<file path="src/rtl/writeback_unit.sv">
// writeback_unit: merges single-cycle and long-latency completions onto one
// register-file write port, and tracks how many writes are pending for each
// register so that decode can detect hazards.
//
// Ports
//   clk, rst              clock; synchronous active-high reset
//   iss_valid/iss_ready   issue handshake (accepted when both are high)
//   iss_rw/rd/wait/data   destination class (00 none, 01 gpr, 10 fpr),
//                         register index, latency class (0 = single-cycle),
//                         and single-cycle result data
//   res_valid/res_data    long-latency result for the oldest pending op
//   wb_rw/wb_rd/wb_data   registered register-file write port
//   q_rs/q_rt             hazard queries {fpr_sel, idx}
//   busy_rs/busy_rt       combinational: the queried register has writes pending
//   err                   sticky flag: a result arrived with nothing pending
module writeback_unit (
  input  logic        clk,
  input  logic        rst,
  input  logic        iss_valid,
  output logic        iss_ready,
  input  logic [1:0]  iss_rw,
  input  logic [4:0]  iss_rd,
  input  logic [4:0]  iss_wait,
  input  logic [31:0] iss_data,
  input  logic        res_valid,
  input  logic [31:0] res_data,
  output logic [1:0]  wb_rw,
  output logic [4:0]  wb_rd,
  output logic [31:0] wb_data,
  input  logic [5:0]  q_rs,
  input  logic [5:0]  q_rt,
  output logic        busy_rs,
  output logic        busy_rt,
  output logic        err
);

  localparam int unsigned DEPTH  = 4;
  localparam int unsigned PTR_W  = 2;
  localparam int unsigned CNT_W  = 3;
  localparam int unsigned NREG   = 64;
  localparam int unsigned PEND_W = 3;

  // Pending long-latency FIFO
  logic [1:0]       r_fifo_rw [DEPTH];
  logic [4:0]       r_fifo_rd [DEPTH];
  logic [PTR_W-1:0] r_wr_ptr;
  logic [PTR_W-1:0] r_rd_ptr;
  logic [CNT_W-1:0] r_fifo_cnt;

  // One-entry skid for a fast completion displaced by a slow one
  logic        r_skid_vld;
  logic [1:0]  r_skid_rw;
  logic [4:0]  r_skid_rd;
  logic [31:0] r_skid_data;

  logic [1:0]  r_wb_rw;
  logic [4:0]  r_wb_rd;
  logic [31:0] r_wb_data;
  logic        r_err;

  logic [PEND_W-1:0] r_pend [NREG];
  logic [PEND_W-1:0] w_pend_nxt [NREG];

  logic        w_fifo_empty;
  logic        w_fifo_full;
  logic        w_pop;
  logic        w_push;
  logic        w_accept;
  logic        w_fast;
  logic        w_skid_load;
  logic        w_skid_drain;
  logic [1:0]  w_nxt_rw;
  logic [4:0]  w_nxt_rd;
  logic [31:0] w_nxt_data;
  logic        w_inc_en;
  logic        w_dec_en;
  logic [5:0]  w_inc_idx;
  logic [5:0]  w_dec_idx;

  // Issue acceptance and classification
  always_comb begin
    w_fifo_empty = (r_fifo_cnt == '0);
    w_pop        = res_valid && !w_fifo_empty;
    // A head pop in the same cycle frees a slot, so a full FIFO can still take a push.
    w_fifo_full  = (r_fifo_cnt == CNT_W'(DEPTH)) && !w_pop;
    iss_ready    = !r_skid_vld && !w_fifo_full;
    w_accept     = iss_valid && iss_ready;
    w_fast       = w_accept && (iss_rw != 2'b00) && (iss_wait == 5'd0);
    w_push       = w_accept && (iss_rw != 2'b00) && (iss_wait != 5'd0);
  end

  // Write-port arbitration: slow > skid > fast
  always_comb begin
    w_nxt_rw     = 2'b00;
    w_nxt_rd     = r_wb_rd;
    w_nxt_data   = r_wb_data;
    w_skid_load  = 1'b0;
    w_skid_drain = 1'b0;
    if (w_pop) begin
      w_nxt_rw    = r_fifo_rw[r_rd_ptr];
      w_nxt_rd    = r_fifo_rd[r_rd_ptr];
      w_nxt_data  = res_data;
      w_skid_load = w_fast;
    end else if (r_skid_vld) begin
      // iss_ready is low while the skid holds an entry, so no fast issue competes here.
      w_nxt_rw     = r_skid_rw;
      w_nxt_rd     = r_skid_rd;
      w_nxt_data   = r_skid_data;
      w_skid_drain = 1'b1;
    end else if (w_fast) begin
      w_nxt_rw   = iss_rw;
      w_nxt_rd   = iss_rd;
      w_nxt_data = iss_data;
    end
  end

  // Pending counters: count on accept, retire when the write-port register carries the write
  always_comb begin
    w_inc_idx = {iss_rw[1], iss_rd};
    w_dec_idx = {r_wb_rw[1], r_wb_rd};
    w_inc_en  = w_accept && (iss_rw != 2'b00) && (w_inc_idx != 6'd0);
    w_dec_en  = (r_wb_rw != 2'b00) && (w_dec_idx != 6'd0);
    for (int i = 0; i < NREG; i++) begin
      w_pend_nxt[i] = r_pend[i];
      if (w_inc_en && (w_inc_idx == 6'(i)) && !(w_dec_en && (w_dec_idx == 6'(i))))
        w_pend_nxt[i] = r_pend[i] + PEND_W'(1);
      else if (w_dec_en && (w_dec_idx == 6'(i)) && !(w_inc_en && (w_inc_idx == 6'(i))))
        w_pend_nxt[i] = r_pend[i] - PEND_W'(1);
    end
  end

  // FIFO storage; contents are qualified by the count, so no reset is needed
  always_ff @(posedge clk) begin
    if (w_push) begin
      r_fifo_rw[r_wr_ptr] <= iss_rw;
      r_fifo_rd[r_wr_ptr] <= iss_rd;
    end
  end

  // Control state
  always_ff @(posedge clk) begin
    if (rst) begin
      r_wr_ptr    <= '0;
      r_rd_ptr    <= '0;
      r_fifo_cnt  <= '0;
      r_skid_vld  <= 1'b0;
      r_skid_rw   <= 2'b00;
      r_skid_rd   <= 5'd0;
      r_skid_data <= 32'd0;
      r_wb_rw     <= 2'b00;
      r_wb_rd     <= 5'd0;
      r_wb_data   <= 32'd0;
      r_err       <= 1'b0;
      for (int i = 0; i < NREG; i++) r_pend[i] <= '0;
    end else begin
      if (w_push) r_wr_ptr <= r_wr_ptr + PTR_W'(1);
      if (w_pop)  r_rd_ptr <= r_rd_ptr + PTR_W'(1);
      r_fifo_cnt <= r_fifo_cnt + CNT_W'(w_push) - CNT_W'(w_pop);

      if (w_skid_load) begin
        r_skid_vld  <= 1'b1;
        r_skid_rw   <= iss_rw;
        r_skid_rd   <= iss_rd;
        r_skid_data <= iss_data;
      end else if (w_skid_drain) begin
        r_skid_vld  <= 1'b0;
      end

      r_wb_rw   <= w_nxt_rw;
      r_wb_rd   <= w_nxt_rd;
      r_wb_data <= w_nxt_data;

      if (res_valid && w_fifo_empty) r_err <= 1'b1;

      for (int i = 0; i < NREG; i++) r_pend[i] <= w_pend_nxt[i];
    end
  end

  assign wb_rw   = r_wb_rw;
  assign wb_rd   = r_wb_rd;
  assign wb_data = r_wb_data;
  assign err     = r_err;
  assign busy_rs = (r_pend[q_rs] != '0);
  assign busy_rt = (r_pend[q_rt] != '0);

endmodule

</file>
<file path="config.mk">
export PLATFORM = sky130hd
export DESIGN_NAME = writeback_unit
export DESIGN_NICKNAME = d
export VERILOG_FILES = /design/src/rtl/writeback_unit.sv
export SDC_FILE = /design/constraint.sdc
export NUM_CORES = 1
export LEC_CHECK = 0
export BUFFER_PORTS_ARGS = -buffer_cell sky130_fd_sc_hd__buf_2
export CAP_MARGIN = 25
export CORE_MARGIN = 2
export CORE_UTILIZATION = 35
export DETAILED_ROUTE_END_ITERATION = 8
export GPL_ROUTABILITY_DRIVEN = 0
export PLACE_DENSITY = 0.6
export SLEW_MARGIN = 20
export SYNTH_ARGS = -nofsm -noshare
export SYNTH_HDL_FRONTEND = slang
export SYNTH_SLANG_ARGS = --single-unit
</file>
<file path="constraint.sdc">
create_clock -name clk -period 4.8 [get_ports clk]
set_input_delay 0 -clock clk [delete_from_list [all_inputs] [get_ports clk]]
set_output_delay 0 -clock clk [all_outputs]
set_load 0.01 [all_outputs]
</file>
# Yosys cells after proc, flatten, opt, wreduce, memory -nomap -nowiden
# Memories as Yosys holds them, arrays and structs flattened. A register that Yosys moved wholly into a read port is not among the register bits.
# Index checks and enable logic that the tools add are counted.
# classes
n_addsub	132
mul	0
n_div	0
magnitude_cmp	0
n_eq_ne	127
shift	0
n_mux	215
bitwise	64
reduce_logical	411
# op_table
operator	n
$mux 3	192
$eq 6x6->1 const B	64
$logic_and 1x1->1	266
$add 3x1->3 const B	64
$eq 6x5->1 const B	32
$sub 3x1->3 const B	64
$logic_not 1->1	132
$eq 6x4->1 const B	16
$mux 32	3
$or 1x1->1	64
$eq 6x3->1 const B	8
$eq 6x2->1 const B	4
$mux 5	3
$mux 2	7
$eq 6x1->1 const B	2
$logic_not 6->1	2
$reduce_bool 6->1	2
$mux 1	10
$reduce_bool 3->1	3
$reduce_bool 2->1	3
$logic_not 5->1	1
$reduce_bool 5->1	1
$add 2x1->2 const B	2
$add 3x1->3	1
3 further kinds	3
# word_totals
regBits	87
latch_bits	0
mem_bits_rw	220
romBits	0
in_bits	92
out_inout_bits	43
elab_cells	963
memories	3
# mem_list
memory	depth	word_bits	read_ports	rd_ports_with_merged_regs	wr	line_no	rtl
r_pend	64	3	66	0	64	61	logic [PEND_W-1:0] r_pend [NREG];
r_fifo_rd	4	5	1	1	1	45	logic [4:0] r_fifo_rd [DEPTH];
r_fifo_rw	4	2	1	1	1	44	logic [1:0] r_fifo_rw [DEPTH];

# Longest topological paths before layout
# depth
depth_word	16
ltp_mapped	12
mapped_depth_nobuf	11

# Worst setup path before layout
# OpenSTA, ideal clock, no wires.
# synth_path
path_type	register to register
from	register r_skid_vld
to	memory r_pend[15][2]
setup_time_ps	70
t_arrival_ps	2641
required_ps	4730
slack_ps	2089
path_stages_with_launch	12
n_path_buf	2
period_less_slack_ps	2711
cell_sequence	dfxtp_1 -> clkbuf_1 -> nor3_2 -> nand4bb_1 -> clkbuf_1 -> nor2_1 -> ha_1 -> inv_1 -> fa_1 -> xor2_1 -> or3_1 -> a21oi_1
# synth_rtl
item	line_no	rtl
start: declaration	51	logic r_skid_vld;
start signal: assignment	146	r_skid_vld <= 1'b0;
start signal: assignment	161	r_skid_vld <= 1'b1;
start signal: assignment	166	r_skid_vld <= 1'b0;
end: declaration	61	

==> impl_results.md <==
- Maximum vdd drop: 0.257 mV
- Cell internal pwr: 0.00500 W
- Comb power frac: 0.180
- Slew Limit Fails: 0
- Vias in the first global route: 14900
- WL final: 51100 um
- DR vias: 15000
- Via density per instance: 5.33
- Period minus WS final: 3.66 ns
- Final hold slack: 0.0367 ns
- Final WS setup: 1.14 ns
- Clock Skew: 0.0179 ns
- Synth Register Bits: 309
- Total CTS buffers: 38
- Hold_sp: iss_wait[1]
- WS Path Type: reg2reg
- Synth cell types: 52
- Crit Path Max Fanout: 16
- Setup TNS: 0 ns
- Run status: completed
- CTS root buf: clkbuf_16
- Post-synthesis cell area: 17600 um^2
- Post-synth EDFFs: 28
- Share of post-route cells with drive strength above 1: 0.116
- Sw power: 0.00211 W
- Final worst path period share: 0.763
- Net Sw Frac: 0.297
- Chip width: 228 um
- WP buf/inv: 1
- Synth area leader: dfxtp_1
- Drt wl/cell: 18.2 um
- Hold crit path type: in2reg
- Commonest non-fill, non-tap cell in the layout: nor2_1
- RR Endpoint: r_pend[23][2]
- Actual slew at the worst max-slew pin: 1.05 ns
- Sequential share of power: 0.409
- Cell Rows: 82
- DRT Pass-1 Iters: 5
- Syn_nets: 2186
- Total track usage: 0.194
- Fmax: 273 MHz
- Max-cap viol count: 0
- Worst Reg2Reg Path Length in Cells: 10
- IO Pins: 135
- Longest Clk Path Bufs: 3
- Post-synthesis async set-or-reset flop share: 0
- Die Y: 228 um
- Crit path max-delay cell type: nand3b_1
- Fin util: 0.416
- Skew-Pair Late Insertion Delay: 0.55 ns
- Setup violations, final: 0
- DRC violations left: 0
- Largest net degree at the start of global routing: 143
- Worst hold path depth: 5
- Syn Area/Cell: 8.96 um^2
- TritonCTS clock tree: done
- RR Startpoint: r_fifo_cnt[1]
- HPWL after DPL: 34500 um
- Iter 0 DRT Violations: 1113
- Nets@finish: 2337
- Initial antenna violation count: 0
- Pwr/cell area: 343 nW/um^2
- Worst-path clk slew: 0.06 ns
- Post-Place Setup Slack: 1.24 ns
- Predominant post-synthesis flop cell: dfxtp_1
- R2r setup slk: 1.14 ns
- Worst-path cell chain: nor4b_1, nor3_2, nand3b_1, nor2_1, ha_1, inv_1, fa_1, xor2_1, or3_1, a21oi_1
- Post-synth top area share: 0.320
- Area grow syn2layout: 18.0%
- Post-Synthesis Cells: 1961
- Worst Path Arrival: 4.12 ns
- Die area: 52000 um^2
- Post-route ant nets: 0
- P_leak: 8.16 nW
- Clock power frac: 0.411
- Post-cts resize count: 0
- Kind of cell adding the most delay to the critical path: simple AND/OR/NAND/NOR gates
- Initial core utilization: 0.352
- Sink Count: 309
- Port-buffer cells: 134
- WHS Endpoint: r_skid_vld
- Unrepaired setup endpoints after global routing: false
- Critical path startpoint category: flip-flop
- Worst EP required: 5.26 ns
- First-pass GRT wire length: 81600 um
- Slew headroom: 0.294
- Final number of hold-violating endpoints: 0
- Post-synthesis sequential area ratio: 0.368
- Leading cell types in the layout, fill and taps excluded: 341 x nor2_1, 280 x dfxtp_1, 175 x a21oi_1
- H-Tree Depth: 2
- Remaining global-route overflow: 0
- Core area: 49900 um^2
- Synth Warn #: 0
- Setup crit end kind: flip-flop
- Antenna fix cells: 0
- Top cells by area, synth: dfxtp_1 32%, fa_1 7.3%, nor2_1 7.3%
- Worst path max stage delay: 0.87 ns
worst max path at each step:
stage,startpoint,end,depth (start not counted)
floorplan,r_skid_vld,r_pend[15][2],11
global placement,r_fifo_cnt[2],r_pend[56][2],10
detailed placement,r_fifo_cnt[1],r_pend[23][2],10
CTS,r_fifo_cnt[1],r_pend[23][2],10
global route,r_fifo_cnt[1],r_pend[28][2],10
finish,r_fifo_cnt[1],r_pend[23][2],10
routing by layer:
layer  vias up  global-route usage  routed length (um)
li1       7083                   -                   -
met1      7298               0.254               22200
met2       523               0.323               23900
met3        83              0.0395                3840
met4         0              0.0600                1210
met5         -                   0                   0
per-stage QoR:
stage | instances | power, W | area [um^2]
after floorplan | 1961 | 0.00375 | 17600
final | 2811 | 0.00711 | 20700
after CTS | 2809 | 0.00715 | 20700
after global placement | 2670 | 0.00415 | 18800
after global routing | 2811 | 0.00743 | 20700
after detailed placement | 2670 | 0.00417 | 18800
state kept, by name, indices dropped and copies added (netlist names), named ones only:
register,cells
r_pend,192
r_skid_data,32
wb_data,32
r_fifo_rd,20
r_fifo_rw,8
r_skid_rd,5
wb_rd,5
r_fifo_cnt,3
r_rd_ptr,2
r_skid_rw,2
r_wr_ptr,2
wb_rw,2
err,1
r_skid_vld,1
cell type report:
cell class	count	area, um^2
multi-input cells	1465	10400
inverters	77	289
clock buffers	55	1100
repair buffers	221	1520
fillers	4903	29100
well taps	672	841
flip-flops and latches	309	6470
clock inverters	12	155
logic make-up after synthesis:
| group | Yosys count | synth area share |
|---|---|---|
| muxes | 151 | 0.112 |
| AOI/OAI and AO/OA | 343 | 0.113 |
| buffers and inverters | 187 | 0.0433 |
| xor gates and xnor gates | 130 | 0.0648 |
| and+or+nand+nor | 708 | 0.177 |
| DFF | 309 | 0.368 |
| adders and majority gates | 133 | 0.122 |
cell usage after synthesis, types with 64 or more instances:
| cell type | number |
|---|---|
| a21oi_1 | 175 |
| clkbuf_1 | 68 |
| dfxtp_1 | 281 |
| fa_1 | 64 |
| ha_1 | 69 |
| inv_1 | 74 |
| mux2i_1 | 114 |
| nand2_1 | 162 |
| nor2_1 | 341 |
| o21ai_0 | 74 |
| or3_1 | 64 |
| xor2_1 | 127 |
worst min-delay path, cell delays in order:
cell and delay (ns):
buf_2 0.08, nor2_1 0.10, and2_1 0.23, nor2_1 0.10
nor3_1 0.05
power by group through the flow:
stage	registers, W	logic, W	clock network (W)
after floorplan	0.00294	0.000809	0
after global placement	0.00296	0.00119	0
after detailed placement	0.00296	0.00121	0
after CTS	0.00291	0.00127	0.00298
after global routing	0.00293	0.00141	0.00309
final	0.00291	0.00128	0.00292
what timing repair did:
action	4_1_cts	5_1_grt
hold buffers	72	0
endpoints found under the hold margin	103	0
buffers inserted	0	0
No activity file was read; power rests on OpenSTA's default activity.
